File: src/rtl/countdown_alarm_fsm.sv
// Countdown egg-timer core clocked by the 1 Hz second tick: load a preset, run/pause/resume
// down to zero, then ring an alarm until acknowledged or until the ring duration expires.
module countdown_alarm_fsm #(
  parameter int SIZE      = 8,
  parameter int RING_SECS = 10,
  parameter int RING_W    = 4
) (
  input  logic            rst,
  input  logic            sec_clk,
  input  logic            load,
  input  logic [SIZE-1:0] load_val,
  input  logic            start,
  input  logic            pause,
  input  logic            ack,
  output logic [SIZE-1:0] count,
  output logic [1:0]      state,
  output logic            running,
  output logic            alarm
);

  typedef enum logic [1:0] {
    IDLE  = 2'b00,
    RUN   = 2'b01,
    PAUSE = 2'b10,
    ALARM = 2'b11
  } state_t;

  localparam logic [RING_W-1:0] RING_LAST = RING_W'(RING_SECS > 0 ? RING_SECS - 1 : 0);
  localparam logic [SIZE-1:0]   ONE       = SIZE'(1);

  state_t            state_q;
  logic [SIZE-1:0]   count_q;
  logic              alarm_q;
  logic [RING_W-1:0] ring_cnt;

  // NOTE: asynchronous reset sits in the sensitivity list so outputs clear without waiting
  // for the next one-second tick; all state uses non-blocking assignments.
  always_ff @(posedge sec_clk or posedge rst) begin
    if (rst) begin
      state_q  <= IDLE;
      count_q  <= '0;
      alarm_q  <= 1'b0;
      ring_cnt <= '0;
    end else if (load) begin
      state_q  <= IDLE;
      count_q  <= load_val;
      alarm_q  <= 1'b0;
      ring_cnt <= '0;
    end else begin
      case (state_q)
        IDLE: begin
          if (start && count_q != '0) state_q <= RUN;
        end
        RUN: begin
          if (pause) begin
            state_q <= PAUSE;
          end else if (count_q <= ONE) begin
            // Reaching zero and entering ALARM share one edge, so RUN never shows count 0.
            count_q  <= '0;
            state_q  <= ALARM;
            alarm_q  <= 1'b1;
            ring_cnt <= '0;
          end else begin
            count_q <= count_q - ONE;
          end
        end
        PAUSE: begin
          if (start) state_q <= RUN;
        end
        ALARM: begin
          if (ack || (RING_SECS != 0 && ring_cnt == RING_LAST)) begin
            state_q  <= IDLE;
            alarm_q  <= 1'b0;
            ring_cnt <= '0;
          end else begin
            ring_cnt <= ring_cnt + RING_W'(1);
          end
        end
      endcase
    end
  end

  assign count   = count_q;
  assign state   = state_q;
  assign alarm   = alarm_q;
  assign running = (state_q == RUN);

endmodule

File: config.mk
export PLATFORM = sky130hd
export DESIGN_NAME = countdown_alarm_fsm
export DESIGN_NICKNAME = d
export VERILOG_FILES = /design/src/rtl/countdown_alarm_fsm.sv
export SDC_FILE = /design/constraint.sdc
export NUM_CORES = 1
export LEC_CHECK = 0
export CAP_MARGIN = 20
export CORE_MARGIN = 10
export CORE_UTILIZATION = 40
export CTS_BUF_LIST = sky130_fd_sc_hd__clkbuf_2
export CTS_CLUSTER_SIZE = 10
export DETAILED_ROUTE_END_ITERATION = 6
export GPL_TIMING_DRIVEN = 0
export PLACE_DENSITY = 0.73
export SLEW_MARGIN = 10
export SYNTH_ARGS = -nofsm -noshare
export SYNTH_HDL_FRONTEND = slang
export SYNTH_SLANG_ARGS = --single-unit
File: constraint.sdc
create_clock -name sec_clk -period 2 [get_ports sec_clk]
set_input_delay 0.6 -clock sec_clk [delete_from_list [all_inputs] [get_ports sec_clk]]
set_output_delay 0.6 -clock sec_clk [all_outputs]
set_load 0.05 [all_outputs]
After elaboration in Yosys (flattened, before gate mapping)

Index checks and enable logic that the tools add are counted.

Register bits after elaboration: 15
Word-level logic and storage cells: 49
Output and inout port bits: 12
Input bits: 14

$add $sub $neg: 2
Order comparisons: 1
Multiplexer cells: 21
Reduce and logical (&&, ||, !) cells: 10
Eq/ne operators: 11

Operator list:

| kind                                                           | number |
|---|---|
| 2-to-1 mux 8 bit                                               | 4 |
| 2-to-1 mux 4 bit                                               | 4 |
| 2-to-1 mux 2 bit                                               | 6 |
| != test 3 bit, second input constant                           | 4 |
| less-or-equal comparator 8 x 1 -> 1 bit, second input constant | 1 |
| case mux 2 bit (4 select lines)                                | 1 |
| case mux 4 bit (2 select lines)                                | 1 |
| AND reduction 4 bit                                            | 2 |
| nonzero test 8 bit                                             | 1 |
| subtractor 8 x 1 -> 8 bit, second input constant               | 1 |
| adder 4 x 1 -> 4 bit, second input constant                    | 1 |
| equality test 2 bit, second input constant                     | 2 |
| equality test 4 bit, second input constant                     | 1 |
| 2-to-1 mux 1 bit                                               | 4 |
| != test 4 x 3 -> 1 bit, second input constant                  | 1 |
| != test 3 x 2 -> 1 bit, second input constant                  | 1 |
| AND reduction 3 bit                                            | 1 |
| nonzero test 3 bit                                             | 1 |
| equality test 2 x 1 -> 1 bit, second input constant            | 1 |
| logical NOT 2 bit                                              | 1 |
| != test 2 bit, second input constant                           | 1 |
| case mux 1 bit (2 select lines)                                | 1 |
| AND reduction 2 bit                                            | 1 |
| nonzero test 2 bit                                             | 1 |
| 2 further kinds                                                | 2 |

Longest topological paths before layout

Gate-level depths: netlist of run 1.

Depth after elaboration: 5
Mapped depth: 7
Depth with buffers taken out: 6

Worst setup path before layout of run 1

Ideal clock, no wire load.

Path kind: flip-flop to output port
Start: register state_q[0] (netlist: state[0])
End: output running
Arrival time: 1506 ps
Stages on the path, launching flop included: 2
Path slack: -106 ps
Data required time: 1400 ps
Cells stage by stage: dfrtp_1 > nor2b_1

Longest elaborated chain between the ends: 1

RTL lines:

| item                         | RTL line | RTL |
|---|---|---|
| from (decl)                  | 31       | `state_t state_q;` |
| from (signal assigned)       | 40       | `state_q <= IDLE;` |
| from (signal assigned)       | 45       | `state_q <= IDLE;` |
| from (signal assigned)       | 52       | `if (start && count_q != '0) state_q <= RUN;` |
| equality test 2 x 1 -> 1 bit | 86       | `assign running = (state_q == RUN);` |
| to (decl)                    | 17       | `output logic running,` |

Every way passes these cells.

Worst setup path in the final report of run 1

Start: register state_q[1] (netlist: state[1])
End: output running

The elaborated chain is that of the path after synthesis.

==> results of run 1 <==
-- Yosys cell counts (2+ instances only) --
master and number:
o311ai_1 3, buf_6 2, nor2_1 4, nand3_1 8, or2_1 2, o21ai_1 5, nor2b_1 2, a21oi_1 2
inv_1 7, a21o_1 2, dfrtp_1 15, o211ai_1 3, nor3_1 3, clkbuf_1 2, nand2_1 17, mux2i_1 2
ha_1 4
-- logic make-up (layout without fill, tap and decap cells) --
logic type | Yosys count | after routing
AO/OA/AOI/OAI | 25 | 25
adder cells (fa/ha/maj) | 4 | 4
buffers and inverters | 11 | 40
flip-flops | 15 | 15
multiplexers | 2 | 2
AND/OR/NAND/NOR | 47 | 47
-- sequential cells by signal, indices dropped and copies added (netlist names) --
signal and flops:
alarm 1, count 8, ring_cnt 4, state 2
-- worst paths after layout --
| path | start | end | slack, ps | cells past startpoint |
|---|---|---|---|---|
| max | state[1] | running | 60 | 2 |
| min | ring_cnt[0] | ring_cnt[0] | 550 | 1 |
| max reg2reg | count[0] | count[5] | 100 | 6 |
| min reg2reg | ring_cnt[0] | ring_cnt[0] | 550 | 1 |
| max in group asynchronous | rst | state[0] | 930 | 2 |
| min in group asynchronous | rst | ring_cnt[1] | 650 | 2 |
-- what timing repair did --
| item | in CTS | in global routing |
|---|---|---|
| pin swaps | 0 | 1 |
| gates cloned | 0 | 0 |
| setup endpoints to repair | 12 | 13 |
| gates resized for setup | 16 | 10 |
-- per-stage QoR --
step / std cells / worst slack (ps) / hold slack, ps / setup TNS [ps] / power, mW
after global routing: 161 / 3.98 / 607 / 0 / 0.813
after floorplan: 104 / 14.9 / 487 / 0 / 0.530
final: 161 / 59.3 / 549 / 0 / 0.770
after CTS: 161 / 7.95 / 550 / 0 / 0.774
after global placement: 157 / -272 / 511 / -2280 / 0.625
after detailed placement: 157 / -313 / 528 / -2590 / 0.631
-- where the power goes --
part           total (mW)  leakage, nW  switching (mW)  internal (mW)
clock               0.159       0.0166           0.106         0.0529
combinational       0.252        0.356           0.166         0.0868
sequential          0.359        0.192          0.0356          0.323
total               0.770        0.565           0.307          0.463
-- per-layer routing --
metal / share of wire / vias up / GRT usage
li1: - / 442 / -
met1: 0.42 / 436 / 0.117
met2: 0.49 / 31 / 0.190
met3: 0.079 / 5 / 0.0399
met4: 0.012 / 0 / 0.0377
met5: 0 / - / 0
-- area by class of cell --
type | count | area (µm²)
fill | 233 | 993
multi-input combinational | 78 | 546
sequential | 15 | 377
timing repair buffer | 25 | 226
tap | 28 | 35.0
buffer | 4 | 31.3
inverter | 7 | 26.3
clock buffer | 4 | 20.0
==> reports/metrics.cfg, run 1 <==
[status]
status=completed

[sta]
finalHoldViolCount=0
rsz0062_at_grt=no
slew_viol_final=0
fin_crit_sh=0.970
slew_headroom=0.592
fin_crit_ps=1940
max_freq_mhz=515
tightestPinTransition_ps=611
finClkSkew_ps=3.55
setup_viol=0

[floorplan]
die_w_um=69.2
core_area_mm2=0.00225
die_h_um=69.2
io_pins=26
start_util=0.429
row_count=17
die_area_mm2=0.00478

[cells_and_area]
drive_above_1_share=0.143
nNetsFinal=152
final_common_cell=nand2_1
fin_util=0.559
area_growth_pct=30.4
fin_area_mm2=0.00126
insertedDiodeCount=0
mostFrequentLayoutCells=nand2_1 (17), dfrtp_1 (14), clkdlybuf4s50_1 (13)

[grt]
grt_first_pass_wirelength_um=4500
grt_max_degree=16
grt_overflow=0
grt_usage=0.109
grt_pass1_vias=974
antenna_found_initial=0

[worst_setup_path]
worst_path_max_delay_cell=dfrtp_1
cp_slowest_stage_delay_ps=500
path_max_fanout=8
critPathTopFamily=flip-flops
worstPathCellList=nor2b_2 > clkdlybuf4s18_2
cp-end-kind=primary output
cp-start-kind=register
crit_type=register to primary output
arrival_ps=1340
worstPathRequired_ps=1400
worstPathBufferInverterCount=1

[synthesis]
synth_top_family_by_area=simple AND/OR/NAND/NOR gates
synthCells=104
syn_avg_cell_area_um2=9.30
synth_nets=122
yosys.area_share.adder=0.0517
synth.distinct_cells=38
synth_area_leader_cell=dfrtp_1
synth_edf_count=0
synth_top_area_share=0.388
synth.area.top_cells=dfrtp_1 (39%), nand2_1 (6.6%), ha_1 (5.2%)
synthFlopType=dfrtp_1
synthMuxAreaShare=0.0207
synth_async_sr_flop_share=1.00
synth_compound_gate_area_share=0.206
syn_area_um2=967
synth_xor_area_frac=0
synthSimpleGateAreaFrac=0.276
seq_area_frac_synth=0.388
ys_warn_count=0
yosys_register_bits=15

[detailed_routing]
drtIter0Drc=54
routed-via-count=914
viasPerCell=5.68
drt_pass1_iterations=5
drc_errors=0
ant_nets=0
wl_um=2500
wl_per_cell_um=15.5

[clocking]
clkLatencyLatePin_ps=310
clock_path_buffers=2
clkSlewWorstSetupHoldPaths_ps=150
numCtsBuffers=3
cts_max_level=1
cts_tree=yes
cts_setup_buffers=0
postCtsHoldBufs=0
ctsRootBufferMaster=clkbuf_2
cts.sinks=15

[place]
io_buffers=25
gp_congestion=0.826
dp_hpwl_um=1930
placed_area_mm2=0.00125

[power_and_ir_drop]
powerDensity_mw_per_mm2=611
ir_worst_vdd_mv=0.530
cellLeakagePower_nw=0.565

[run]
drv_cap=0

[min_path]
hold_class=register to register

No activity file was read; power rests on OpenSTA's default activity.
==> inputs of run 2 (changes only) <==
- SKIP_LAST_GASP: default -> 1
==> run 2 against run 1 <==
  * Routed wire length increased by 0.32%
  * Largest cell class unchanged
  * Critical path type unchanged
  * Clock-buffer cell count stayed put
  * Combinational power about the same
  * Highest routed layer unchanged
  * Largest power group unchanged
  * Worst setup slack better by 7.1 ps
==> reports/metrics.cfg, run 2 (same netlist as run 1, synthesis figures left out) <==
[worst_setup_path]
startpoint=count[0]
arrival_ps=1330
crit_end=count[0]
reg2reg_to=count[5]
critPathTopFamily=buffers and inverters
r2r-start=count[0]
cp_slowest_stage_delay_ps=570
path_max_fanout=5
cp-start-kind=register
cp.depth=1
worstPathCellList=dlygate4sd2_1
r2r_setup_slack_ps=110
r2r_cells=6
crit_type=register to primary output
worstPathRequired_ps=1400
worst_path_max_delay_cell=dlygate4sd2_1
cp-end-kind=primary output
worstPathBufferInverterCount=1

[power_and_ir_drop]
powerDensity_mw_per_mm2=614
cellLeakagePower_nw=0.564
ir_worst_vdd_mv=0.530

[run]
drv_cap=0

[clocking]
cts_tree=yes
clkLatencyLatePin_ps=310
ctsRootBufferMaster=clkbuf_2
numCtsBuffers=3
clock_path_buffers=2
cts_max_level=1
clkSlewWorstSetupHoldPaths_ps=150
cts.sinks=15

[detailed_routing]
routed-via-count=913
drtIter0Drc=50
drt_pass1_iterations=5
viasPerCell=5.67
drc_errors=0
ant_nets=0
wl_um=2510
wl_per_cell_um=15.6

[sta]
whs_ps=549
slew_headroom=0.592
max_freq_mhz=517
fin_crit_sh=0.967
fin_crit_ps=1930
slew_viol_final=0
setup_viol=0
tightestPinTransition_ps=612
finClkSkew_ps=3.62
finalHoldViolCount=0
tns_ps=0
rsz0062_at_grt=no

[cells_and_area]
final_common_cell=nand2_1
nNetsFinal=152
mostFrequentLayoutCells=nand2_1 (17), dfrtp_1 (15), clkdlybuf4s50_1 (13)
fin_util=0.555
drive_above_1_share=0.143
largest_reg_flops=8
fin_area_mm2=0.00125
area_growth_pct=29.4
insertedDiodeCount=0

[place]
gp_congestion=0.826
io_buffers=25
placed_area_mm2=0.00125
dp_hpwl_um=1930

[grt]
grt_first_pass_wirelength_um=4500
grt_pass1_vias=974
grt_usage=0.109
grt_max_degree=16
grt_overflow=0
antenna_found_initial=0

[floorplan]
row_count=17
die_area_mm2=0.00478
core_area_mm2=0.00225
io_pins=26
die_h_um=69.2
die_w_um=69.2
start_util=0.429

[status]
status=completed

[min_path]
hold_class=register to register

-- run 2: cell types whose count changed in the layout (fill, tap and decap cells not counted), sizes merged --
cell	before	now
dlygate4sd2	7	6
clkbuf	9	11
clkdlybuf4s18	1	0
-- run 2: cell type report --
class | count | area [µm²]
buffer | 4 | 31.3
clock buffer | 4 | 20.0
fill | 236 | 1000
inverter | 7 | 26.3
multi-input combinational | 78 | 546
sequential | 15 | 375
tap | 28 | 35.0
timing repair buffer | 25 | 218
-- run 2: timing repair --
action	4_1_cts	5_1_grt
hold buffers	0	0
setup endpoints to repair	12	13
pin swaps	0	1
setup buffers	0	0
gates resized for setup	14	12
-- run 2: worst min-delay path by stage --
stage | from | end | slack [ps] | cells after the start
6_report | ring_cnt[0] | ring_cnt[0] | 550 | 1
5_1_grt | ring_cnt[1] | ring_cnt[1] | 610 | 2
4_1_cts | ring_cnt[0] | ring_cnt[0] | 550 | 1
3_5_place_dp | ring_cnt[0] | ring_cnt[0] | 530 | 1
3_3_place_gp | ring_cnt[2] | ring_cnt[2] | 510 | 1
2_1_floorplan | ring_cnt[2] | ring_cnt[2] | 490 | 1
-- run 2: layer usage --
layer / part of all wire / global-route usage / vias to the layer above
met3: 0.076 / 0.0399 / 5
met1: 0.42 / 0.117 / 434
li1: - / - / 443
met2: 0.49 / 0.190 / 31
met4: 0.012 / 0.0377 / 0
met5: 0 / 0 / -
-- run 2: per-stage QoR --
step | setup WS [ps] | std cells | power, mW
5_1_grt | 6.36 | 161 | 0.811
3_5_place_dp | -313 | 157 | 0.631
3_3_place_gp | -272 | 157 | 0.625
2_1_floorplan | 14.9 | 104 | 0.530
6_report | 66.4 | 161 | 0.769
4_1_cts | -133 | 161 | 0.773
-- run 2: where the power goes --
part	switching, mW	internal, mW	leakage [nW]	total, mW
clock network	0.106	0.0529	0.0166	0.159
registers	0.0357	0.323	0.194	0.359
logic	0.165	0.0850	0.354	0.250
==> inputs of run 3 (changes only) <==
- CAP_MARGIN: 20 -> default
- clock period: 2 -> 1.9 ns (I/O delays scaled with it)
==> run 3 against run 2 <==
  * Critical path depth increased by 1
  * Clock power up 4%
  * Via count fell by 1.2%
  * Cell count is 1.2% higher
  * Global-route usage down 0.31 points
  * Flip-flop and latch count unchanged
  * Power is 6.2% higher
  * Routed wire length fell by 1.1%
  * First-iteration DRC count decreased by 60%
  * Worst hold slack improved by 7.5 ps
  * Utilization is 2.0 points higher
  * Die area unchanged
  * Largest power group unchanged
==> reports/metrics.cfg, run 3 (same netlist as run 1, synthesis figures left out) <==
[worst_setup_path]
startpoint=state[0]
r2r-start=count[0]
r2r_setup_slack_ps=120
cp-end-kind=primary output
arrival_ps=1280
worstPathRequired_ps=1330
r2r_cells=6
crit_end=running
cp-start-kind=register
reg2reg_to=count[5]
path_max_fanout=9
crit_type=register to primary output

[cells_and_area]
nNetsFinal=154
instances_no_fill=163
seqCellArea_um2=378
fin_util=0.575
area_growth_pct=34.0
insertedDiodeCount=0
final_common_cell=nand2_1
multi_input_area_um2=558
nFillCells=226
drive_above_1_share=0.230
fin_area_mm2=0.00130
largest_reg_flops=8
mostFrequentLayoutCells=nand2_1 (17), dfrtp_1 (13), clkdlybuf4s50_1 (12)

[clocking]
ctsRootBufferMaster=clkbuf_2
clkSlewWorstSetupHoldPaths_ps=170
cts.sinks=15
clock_path_buffers=2
clkLatencyLatePin_ps=300
cts_tree=yes
postCtsHoldBufs=0
cts_max_level=1
numCtsBuffers=3

[floorplan]
row_count=17
io_pins=26
die_w_um=69.2
core_area_mm2=0.00225
start_util=0.429
die_h_um=69.2
die_area_mm2=0.00478

[power_and_ir_drop]
cellInternalPower_mw=0.494
powerDensity_mw_per_mm2=629
p_sw_mw=0.322
power_mw=0.816
switching_share=0.395
p_clk_frac=0.203
combinationalPowerShare=0.332
seq_power_share=0.464
ir_worst_vdd_mv=0.410
cellLeakagePower_nw=0.578

[detailed_routing]
routed-via-count=902
drt_pass1_iterations=4
viasPerCell=5.53
wl_um=2480
ant_nets=0
drc_errors=0
wl_per_cell_um=15.2
drtIter0Drc=20

[status]
status=completed

[grt]
antenna_found_initial=0
grt_max_degree=16
grt_pass1_vias=939
grt_overflow=0
grt_first_pass_wirelength_um=4370
grt_usage=0.106

[sta]
slew_headroom=0.596
finClkSkew_ps=15.8
setup_slack_ps=46.7
setup_viol=0
whs_ps=557
tightestPinTransition_ps=605
slew_viol_final=0
tns_ps=0
fin_crit_ps=1850
rsz0062_at_grt=yes
fin_crit_sh=0.975
finalHoldViolCount=0
max_freq_mhz=540

[place]
pre_cts_slack_ps=-381
io_buffers=25
gp_congestion=0.824
placed_area_mm2=0.00126
placedCellCount=157
dp_hpwl_um=1870

[min_path]
hold_class=register to register

[run]
drv_cap=0

run 3: cell types whose count changed in the layout (fill, tap and decap cells not counted), moves of 2 or more:
cell,change
dfrtp_2,+2
dlygate4sd2_1,-5
clkdlybuf4s15_2,+4
dfrtp_1,-2
buf_4,+2
run 3: how the worst min path moves through the flow:
stage                 from           to  slack, ps  cells past startpoint
4_1_cts        ring_cnt[0]  ring_cnt[0]        550                      1
3_5_place_dp   ring_cnt[0]  ring_cnt[0]        530                      1
3_3_place_gp   ring_cnt[2]  ring_cnt[2]        510                      1
2_1_floorplan          rst        alarm        470                      1
5_1_grt        ring_cnt[1]  ring_cnt[1]        600                      2
6_report       ring_cnt[1]  ring_cnt[1]        560                      2
run 3: power groups by stage:
stage / clock network [mW] / registers (mW) / logic [mW]
floorplan: 0 / 0.452 / 0.107
finish: 0.166 / 0.379 / 0.271
CTS: 0.166 / 0.378 / 0.268
detailed placement: 0 / 0.384 / 0.280
global route: 0.184 / 0.384 / 0.293
global placement: 0 / 0.383 / 0.276
run 3: timing repair:
item / CTS / global route
pin swaps: 1 / 2
buffers inserted: 0 / 2
endpoints found under the setup margin: 17 / 15
gates resized for setup: 22 / 18
run 3: critical path, stage by stage, from the launching register on:
cell      delay, ps
dfrtp_1         500
nor2b_2         200
clkbuf_2        290
run 3: area by class of cell:
| type | count | share of cell area |
|---|---|---|
| Buffer | 4 | 0.0251 |
| Clock buffer | 4 | 0.0154 |
| Inverter | 7 | 0.0203 |
| Multi-Input combinational cell | 78 | 0.431 |
| Sequential cell | 15 | 0.292 |
| Tap cell | 28 | 0.0270 |
| Timing Repair Buffer | 27 | 0.190 |
run 3: routing by layer:
metal,vias up,wire (µm),global-route usage
li1,445,-,-
met2,23,1200,0.167
met5,-,0,0
met3,4,146,0.0357
met1,430,1120,0.121
met4,0,22,0.0576
